--- src/rtl/slice_sched_pkg.sv ---
// slice_sched_pkg: FSM state and queued job record shared by the slice job scheduler.
package slice_sched_pkg;
    localparam int JOB_ROW_W = 3;
    localparam int JOB_COL_W = 3;

    typedef enum logic [2:0] {IDLE, CFG, START, WAIT, RESP} sched_st_t;

    typedef struct packed {
        logic                 id;
        logic                 mode;
        logic [JOB_ROW_W-1:0] row;
        logic [JOB_COL_W-1:0] col;
        logic [7:0]           len;
    } job_t;

    localparam int JOB_W = $bits(job_t);
endpackage

--- src/rtl/slice_job_fifo.sv ---
// slice_job_fifo: DEPTH-entry job queue; pushes when full and pops when empty are dropped.
module slice_job_fifo #(
    parameter int DEPTH = 4,
    parameter int W     = 16
) (
    input  logic                   clk,
    input  logic                   rst,
    input  logic                   push,
    input  logic [W-1:0]           din,
    input  logic                   pop,
    output logic [W-1:0]           dout,
    output logic                   full,
    output logic                   empty,
    output logic [$clog2(DEPTH):0] count
);
    localparam int AW = DEPTH > 1 ? $clog2(DEPTH) : 1;
    localparam int CW = $clog2(DEPTH) + 1;

    logic [W-1:0]  mem [DEPTH];
    logic [AW-1:0] wr, rd;
    logic          do_push, do_pop;

    assign full    = count == CW'(DEPTH);
    assign empty   = count == '0;
    assign do_push = push && !full;
    assign do_pop  = pop && !empty;
    assign dout    = mem[rd];

    always_ff @(posedge clk or posedge rst) begin
        if (rst) begin
            wr    <= '0;
            rd    <= '0;
            count <= '0;
        end else begin
            if (do_push) wr <= (wr == AW'(DEPTH - 1)) ? '0 : wr + 1'b1;
            if (do_pop) rd <= (rd == AW'(DEPTH - 1)) ? '0 : rd + 1'b1;
            count <= count + CW'(do_push) - CW'(do_pop);
        end
    end

    always_ff @(posedge clk) begin
        if (do_push) mem[wr] <= din;
    end
endmodule

--- src/rtl/slice_job_scheduler.sv ---
// slice_job_scheduler: round-robin queues row/col jobs from two requesters and issues them
// one at a time to the core, with a watchdog that completes stuck jobs with an error.
module slice_job_scheduler
    import slice_sched_pkg::*;
#(
    parameter int M     = 8,
    parameter int N     = 8,
    parameter int ROW_W = M > 1 ? $clog2(M) : 1,
    parameter int COL_W = N > 1 ? $clog2(N) : 1,
    parameter int DEPTH = 4,
    parameter int TMO_W = 12
) (
    input  logic                   clk,
    input  logic                   rst,
    input  logic                   r0_valid,
    output logic                   r0_ready,
    input  logic                   r0_mode,
    input  logic [ROW_W-1:0]       r0_row,
    input  logic [COL_W-1:0]       r0_col,
    input  logic [7:0]             r0_len,
    input  logic                   r1_valid,
    output logic                   r1_ready,
    input  logic                   r1_mode,
    input  logic [ROW_W-1:0]       r1_row,
    input  logic [COL_W-1:0]       r1_col,
    input  logic [7:0]             r1_len,
    output logic                   core_cfg_we,
    output logic                   core_mode_rowcol,
    output logic [ROW_W-1:0]       core_row_idx,
    output logic [COL_W-1:0]       core_col_idx,
    output logic [7:0]             core_len_cfg,
    output logic                   core_start,
    input  logic                   core_busy,
    input  logic                   core_done,
    output logic                   rsp_valid,
    output logic                   rsp_id,
    output logic                   rsp_err,
    output logic [$clog2(DEPTH):0] q_count,
    output logic                   sched_busy
);
    localparam logic [TMO_W-1:0] WD_LAST = {{(TMO_W - 1){1'b1}}, 1'b0};

    sched_st_t        state;
    job_t             din, head, job;
    logic             full, empty, gnt, last_gnt, push, pop;
    logic [TMO_W-1:0] wd;

    assign gnt      = (r0_valid && r1_valid) ? !last_gnt : r1_valid;
    assign r0_ready = !rst && !full && r0_valid && !gnt;
    assign r1_ready = !rst && !full && r1_valid && gnt;
    assign push     = r0_ready || r1_ready;
    assign pop      = state == IDLE && !empty;

    always_comb begin
        din.id   = gnt;
        din.mode = gnt ? r1_mode : r0_mode;
        din.row  = JOB_ROW_W'(gnt ? r1_row : r0_row);
        din.col  = JOB_COL_W'(gnt ? r1_col : r0_col);
        din.len  = gnt ? r1_len : r0_len;
    end

    slice_job_fifo #(.DEPTH(DEPTH), .W(JOB_W)) u_fifo (
        .clk  (clk),
        .rst  (rst),
        .push (push),
        .din  (din),
        .pop  (pop),
        .dout (head),
        .full (full),
        .empty(empty),
        .count(q_count)
    );

    assign core_mode_rowcol = job.mode;
    assign core_row_idx     = ROW_W'(job.row);
    assign core_col_idx     = COL_W'(job.col);
    assign core_len_cfg     = job.len;
    assign sched_busy       = state != IDLE;

    // core_start is registered from core_busy sampled one cycle earlier, so a dropping
    // busy yields a start on the very next edge.
    always_ff @(posedge clk or posedge rst) begin
        if (rst) begin
            state       <= IDLE;
            last_gnt    <= 1'b1;
            job         <= '0;
            wd          <= '0;
            core_cfg_we <= 1'b0;
            core_start  <= 1'b0;
            rsp_valid   <= 1'b0;
            rsp_id      <= 1'b0;
            rsp_err     <= 1'b0;
        end else begin
            if (push) last_gnt <= gnt;
            core_cfg_we <= 1'b0;
            rsp_valid   <= 1'b0;
            rsp_id      <= 1'b0;
            rsp_err     <= 1'b0;
            case (state)
                IDLE: if (!empty) begin
                    job         <= head;
                    core_cfg_we <= 1'b1;
                    state       <= CFG;
                end
                CFG: begin
                    core_start <= !core_busy;
                    state      <= START;
                end
                START: if (core_start) begin
                    core_start <= 1'b0;
                    wd         <= '0;
                    state      <= WAIT;
                end else begin
                    core_start <= !core_busy;
                end
                WAIT: begin
                    wd <= wd + 1'b1;
                    if (core_done || wd == WD_LAST) begin
                        rsp_valid <= 1'b1;
                        rsp_id    <= job.id;
                        rsp_err   <= !core_done;
                        state     <= RESP;
                    end
                end
                RESP: state <= IDLE;
                default: state <= IDLE;
            endcase
        end
    end
endmodule

--- config.mk ---
export PLATFORM = sky130hd
export DESIGN_NAME = slice_job_scheduler
export DESIGN_NICKNAME = d
export VERILOG_FILES = /design/src/rtl/slice_sched_pkg.sv /design/src/rtl/slice_job_fifo.sv /design/src/rtl/slice_job_scheduler.sv
export SDC_FILE = /design/constraint.sdc
export NUM_CORES = 1
export LEC_CHECK = 0
export BUFFER_PORTS_ARGS = -buffer_cell sky130_fd_sc_hd__buf_2
export CAP_MARGIN = 15
export CELL_PAD_IN_SITES_DETAIL_PLACEMENT = 0
export CELL_PAD_IN_SITES_GLOBAL_PLACEMENT = 2
export CORE_MARGIN = 10
export CORE_UTILIZATION = 30
export DETAILED_ROUTE_END_ITERATION = 10
export GPL_ROUTABILITY_DRIVEN = 0
export PLACE_DENSITY = 0.71
export SYNTH_ARGS = -nofsm -noshare
export SYNTH_HDL_FRONTEND = slang
export SYNTH_SLANG_ARGS = --single-unit
--- constraint.sdc ---
create_clock -name clk -period 3.32 [get_ports clk]
set_clock_uncertainty 0.05 [all_clocks]
set_input_delay 0.664 -clock clk [delete_from_list [all_inputs] [get_ports clk]]
set_output_delay 0.664 -clock clk [all_outputs]
set_load 0.01 [all_outputs]
==> results.md <==
Power:
- The total net switching power is roughly 1.4 mW.
- The leakage component of the power is 2.19 nW.
- Of the total power, the clock network draws 23.5%.
- Power comes to 4.67 mW.
- VDD sags by at most 0.295 mV.
- The combinational cell fraction of total power is 32.0%.
- The sequential group share of total power is about 45%.
- The power per cell area is 855 nW/µm².
- The internal power of the cells totals between 3 and 4 mW.
- In this run switching power makes up 30.7% of total power.

Worst setup path:
- On the worst path, the slowest cell contributes a delay of 0.47 ns.
- The worst setup path is captured at a register.
- The slowest stage of the critical path belongs to the cell sky130_fd_sc_hd__dfrtp_1.
- The largest fanout on the critical path is 20.
- STA puts the critical path data arrival time at between 2 and 3 ns.
- The signal on the critical path passes through or3_4 -> or2_4 -> inv_1 -> ha_1 -> inv_1 -> ha_1 -> inv_1 -> fa_1 -> xnor2_1 -> xnor2_1.
- The critical path is of the reg -> reg type.
- The kind of launch point of the worst setup path is a register.
- The required time of the critical path is 3.50 ns.
- By instance count, the cell type seen most on the critical path is sky130_fd_sc_hd__inv_1.

Die:
- The vertical die dimension is 145 µm.
- The number of cell rows is 45.
- The die covers approximately 21000 µm².
- The region available for standard cell placement spans 15300 µm².
- The horizontal extent of the die is 145 µm.
- The number of top-level pins is slightly above 60.
- Once the floorplan was initialized, standard cells occupied 30.8% of the core.

Place:
- The number of placed instances, taps included is 541.
- The number of port buffers is 61.
- The placed wire-length estimate after detailed placement is about 6200 µm.

Timing:
- The time the worst path needs with I/O delays and setup is 2.70 ns.
- Summed over all failing endpoints, the final setup total negative slack is 0 ns.
- The final-layout worst hold slack is ~0.43 ns.
- The total count of max-transition violations in the final report was 0.
- Setup repair after global routing left no endpoint under its margin.
- In this run the tightest slew margin relative to its limit is between 30% and 40%.
- For the pin with the worst max-slew slack, the measured transition is 0.972 ns.
- The number of hold violations in the final report is 0.
- The share of the clock period used by the worst path after layout is 81.2%.
- Derived from the worst setup path, the maximum achievable clock frequency is 0.371 GHz.
- The count of endpoints failing setup in the final report is 0.

Clock network:
- The number of cells upsized or downsized after cts is 0.
- Counting the buffers created by CTS gives 9.
- The clock transition time at the flip-flop clock pins of the worst setup and hold paths is 0.07 ns.
- The cell at the root of the clock tree is sky130_fd_sc_hd__clkbuf_16.
- The H-tree depth is 3.
- The number of post-CTS setup repair buffers is 0.
- The TritonCTS clock tree is built.
- For this design, the CTS-stage hold fixing added 0 buffers.
- The number of clock sinks is 108.
- The latest clock arrival within the worst-skew pair is between 0.3 and 0.4 ns.
- The longest clock path from root to sink contains 2 buffers.

Synth:
- The netlist area before placement is 4720 µm².
- The predominant post-synthesis flop cell is sky130_fd_sc_hd__edfxtp_1.
- For this run, the number of Yosys warnings is 0.
- The unique cell type count in the Yosys netlist is 44.
- The number of flip-flops and latches in the synthesized netlist is about 110.
- The net count after synthesis is 334.
- The mean post-synth cell area is 16.4 µm².
- The sequential share of the synthesized area is around 64%.
- The number of instances in the synthesized netlist is around 290.
- The synthesized design contains 64 enable-type register cells.
- For this run, asynchronously set or reset flops after synthesis account for 40.7%.

GRT:
- Entering global routing, the biggest net connects 45 pins.
- Global routing used under 10% of the available tracks across all layers.
- The leftover overflow at the end of global routing is 0.
- The via count of the first global-routing pass is 2701.
- The initial antenna violation count is 0.
- The global-route wire length before repair is 14800 µm.

Cells and area:
- 0 antenna diodes ended up in the layout.
- The number of fill cells in the layout is ~1500.
- For this run, the number of standard cells in the final layout without fillers is 557.
- The proportion of layout cells with a drive suffix above 1 is 39.9%.
- The final layout contains 387 nets.
- Relative to the synthesized area, the layout overhead comes to 15.8%.

Detailed routing:
- The total routed wire length on the met1 layer is 4060 µm.
- The highest layer touched by signal routing is met4.
- The routed length per instance is around 16 µm.
- The total via count after detailed routing is 2489.
- Using the TritonRoute via totals, the vias-per-cell ratio works out to 4.47.
- The pre-antenna-repair detailed-routing pass consisted of 4 iterations.
- The count of nets left with antenna violations after detail routing is 0.
- The final wirelength is 9040 µm.
- The wire length on met3 is 378 µm.
- After the first detailed-routing iteration, the DRC count stood at between 100 and 150.
- The number of remaining DRC errors is 0.
- In the detailed route, the total length drawn on met2 is 4530 µm.

Outcome:
- The flow ran to the end, and the final reports show no timing, DRC or antenna violations.

Worst hold path:
- The type of the worst min-delay path is reg -> reg.

Run:
- Max-cap violations in this run came to 0.
==> logic make-up (layout without fill, tap and decap cells) <==
group	count (synthesis)	count (layout)	synth area share [%]
flops	108	108	64.1
mux	53	53	17.7
simple gates	48	48	5.89
buf+inv	35	93	4.59
compound gates	30	30	4.16
fa+ha+maj	10	10	2.81
xor+xnor	4	4	0.742
==> layer usage <==
layer | GRT usage, % | vias to the layer above
met1 | 10.9 | 1252
met3 | 3.35 | 6
met2 | 14.4 | 56
met4 | 1.97 | 0
met5 | 0 | -
li1 | - | 1175
==> path summary, 6_finish.rpt <==
path | startpoint | end | slack, ns | cells past startpoint
hold / removal | wd[9]$_DFFE_PP0P_ | wd[9]$_DFFE_PP0P_ | 0.43 | 1
min in group asynchronous | rst | u_fifo.count[0]$_DFF_PP0_ | 0.50 | 2
setup reg to reg | state[1]$_DFFE_PP0P_ | u_fifo.count[2]$_DFF_PP0_ | 0.62 | 10
max in group asynchronous | rst | core_start$_DFFE_PP0N_ | 2.11 | 2
hold reg to reg | wd[9]$_DFFE_PP0P_ | wd[9]$_DFFE_PP0P_ | 0.43 | 1
setup / recovery | state[1]$_DFFE_PP0P_ | u_fifo.count[2]$_DFF_PP0_ | 0.62 | 10
==> stage by stage <==
stage	cell area [µm²]	util, %	worst slack (ns)
finish	5470	35.7	0.625
global route	5470	35.7	0.444
CTS	5470	35.7	0.584
detailed placement	5150	33.7	0.596
global placement	5150	33.7	0.674
floorplan	4720	-	0.759
==> synth_stat cells (2+ instances only) <==
library cell	number	area share [%]
sky130_fd_sc_hd__mux4_2	16	7.6
sky130_fd_sc_hd__nor2_1	7	0.56
sky130_fd_sc_hd__mux2i_1	3	0.64
sky130_fd_sc_hd__and4_1	2	0.37
sky130_fd_sc_hd__dfrtp_1	43	23
sky130_fd_sc_hd__a21oi_1	5	0.53
sky130_fd_sc_hd__buf_4	15	2.4
sky130_fd_sc_hd__o21a_1	3	0.48
sky130_fd_sc_hd__inv_1	10	0.80
sky130_fd_sc_hd__nor3_1	2	0.21
sky130_fd_sc_hd__nor2b_1	2	0.27
sky130_fd_sc_hd__nor4_1	2	0.27
sky130_fd_sc_hd__ha_1	9	2.4
sky130_fd_sc_hd__and2_1	9	1.2
sky130_fd_sc_hd__o211ai_1	2	0.32
sky130_fd_sc_hd__buf_2	5	0.53
sky130_fd_sc_hd__a21o_1	2	0.32
sky130_fd_sc_hd__nand3_1	3	0.32
sky130_fd_sc_hd__o21ai_0	9	0.95
sky130_fd_sc_hd__buf_6	3	0.72
sky130_fd_sc_hd__edfxtp_1	64	41
sky130_fd_sc_hd__nand4_1	2	0.27
sky130_fd_sc_hd__xnor2_1	4	0.74
sky130_fd_sc_hd__mux2_2	17	4.1
sky130_fd_sc_hd__nand2_1	11	0.87
sky130_fd_sc_hd__clkbuf_1	2	0.16
sky130_fd_sc_hd__o31ai_1	3	0.48
sky130_fd_sc_hd__mux2_4	17	5.4
==> flip-flops by register name (all words and copies together), names as in the netlist <==
name              cells
last_gnt              1
wd                   12
core_row_idx          3
state                 3
rsp_id                1
core_len_cfg          8
rsp_valid             1
u_fifo.rd             2
u_fifo.mem           64
core_start            1
core_col_idx          3
u_fifo.wr             2
job                   1
core_cfg_we           1
u_fifo.count          3
rsp_err               1
core_mode_rowcol      1
==> worst max-delay path: cells and delay by family (launching register included) <==
family                     cells  cell delay, ns
adders and majority gates      3            0.73
buffers and inverters          3            0.24
and+or+nand+nor                2            0.81
xor gates and xnor gates       2            0.27
DFF                            1            0.47
==> layout by cell type (no fill, tap or decap), types with 5 or more instances in the layout <==
cell                        instances
sky130_fd_sc_hd__a21oi_1            5
sky130_fd_sc_hd__nand2_1           11
sky130_fd_sc_hd__inv_1              9
sky130_fd_sc_hd__mux4_2            16
sky130_fd_sc_hd__clkbuf_16          9
sky130_fd_sc_hd__ha_1               9
sky130_fd_sc_hd__mux2_4            17
sky130_fd_sc_hd__nor2_1             7
sky130_fd_sc_hd__mux2_2            17
sky130_fd_sc_hd__edfxtp_1          64
sky130_fd_sc_hd__o21ai_0            9
sky130_fd_sc_hd__and2_1             9
sky130_fd_sc_hd__buf_2             61
sky130_fd_sc_hd__dfrtp_1           43
sky130_fd_sc_hd__buf_4              6
==> power groups by stage <==
stage | combinational, mW | sequential [mW] | clock, mW
2_1_floorplan | 1.35 | 1.98 | 0
3_3_place_gp | 1.51 | 2.10 | 0
3_5_place_dp | 1.55 | 2.12 | 0
4_1_cts | 1.55 | 2.09 | 1.14
5_1_grt | 1.67 | 2.13 | 1.20
6_report | 1.50 | 2.08 | 1.10
==> cell type report <==
class / instances / area, µm² / share of cell area (%)
Multi-Input combinational cell: 145 / 1480 / 27.1
Clock buffer: 11 / 243 / 4.44
Tap cell: 211 / 264 / 4.83
Clock inverter: 5 / 67.6 / 1.24
Timing Repair Buffer: 67 / 350 / 6.41
Sequential cell: 108 / 3020 / 55.3
Inverter: 10 / 37.5 / 0.687
No activity file was read; power rests on OpenSTA's default activity.
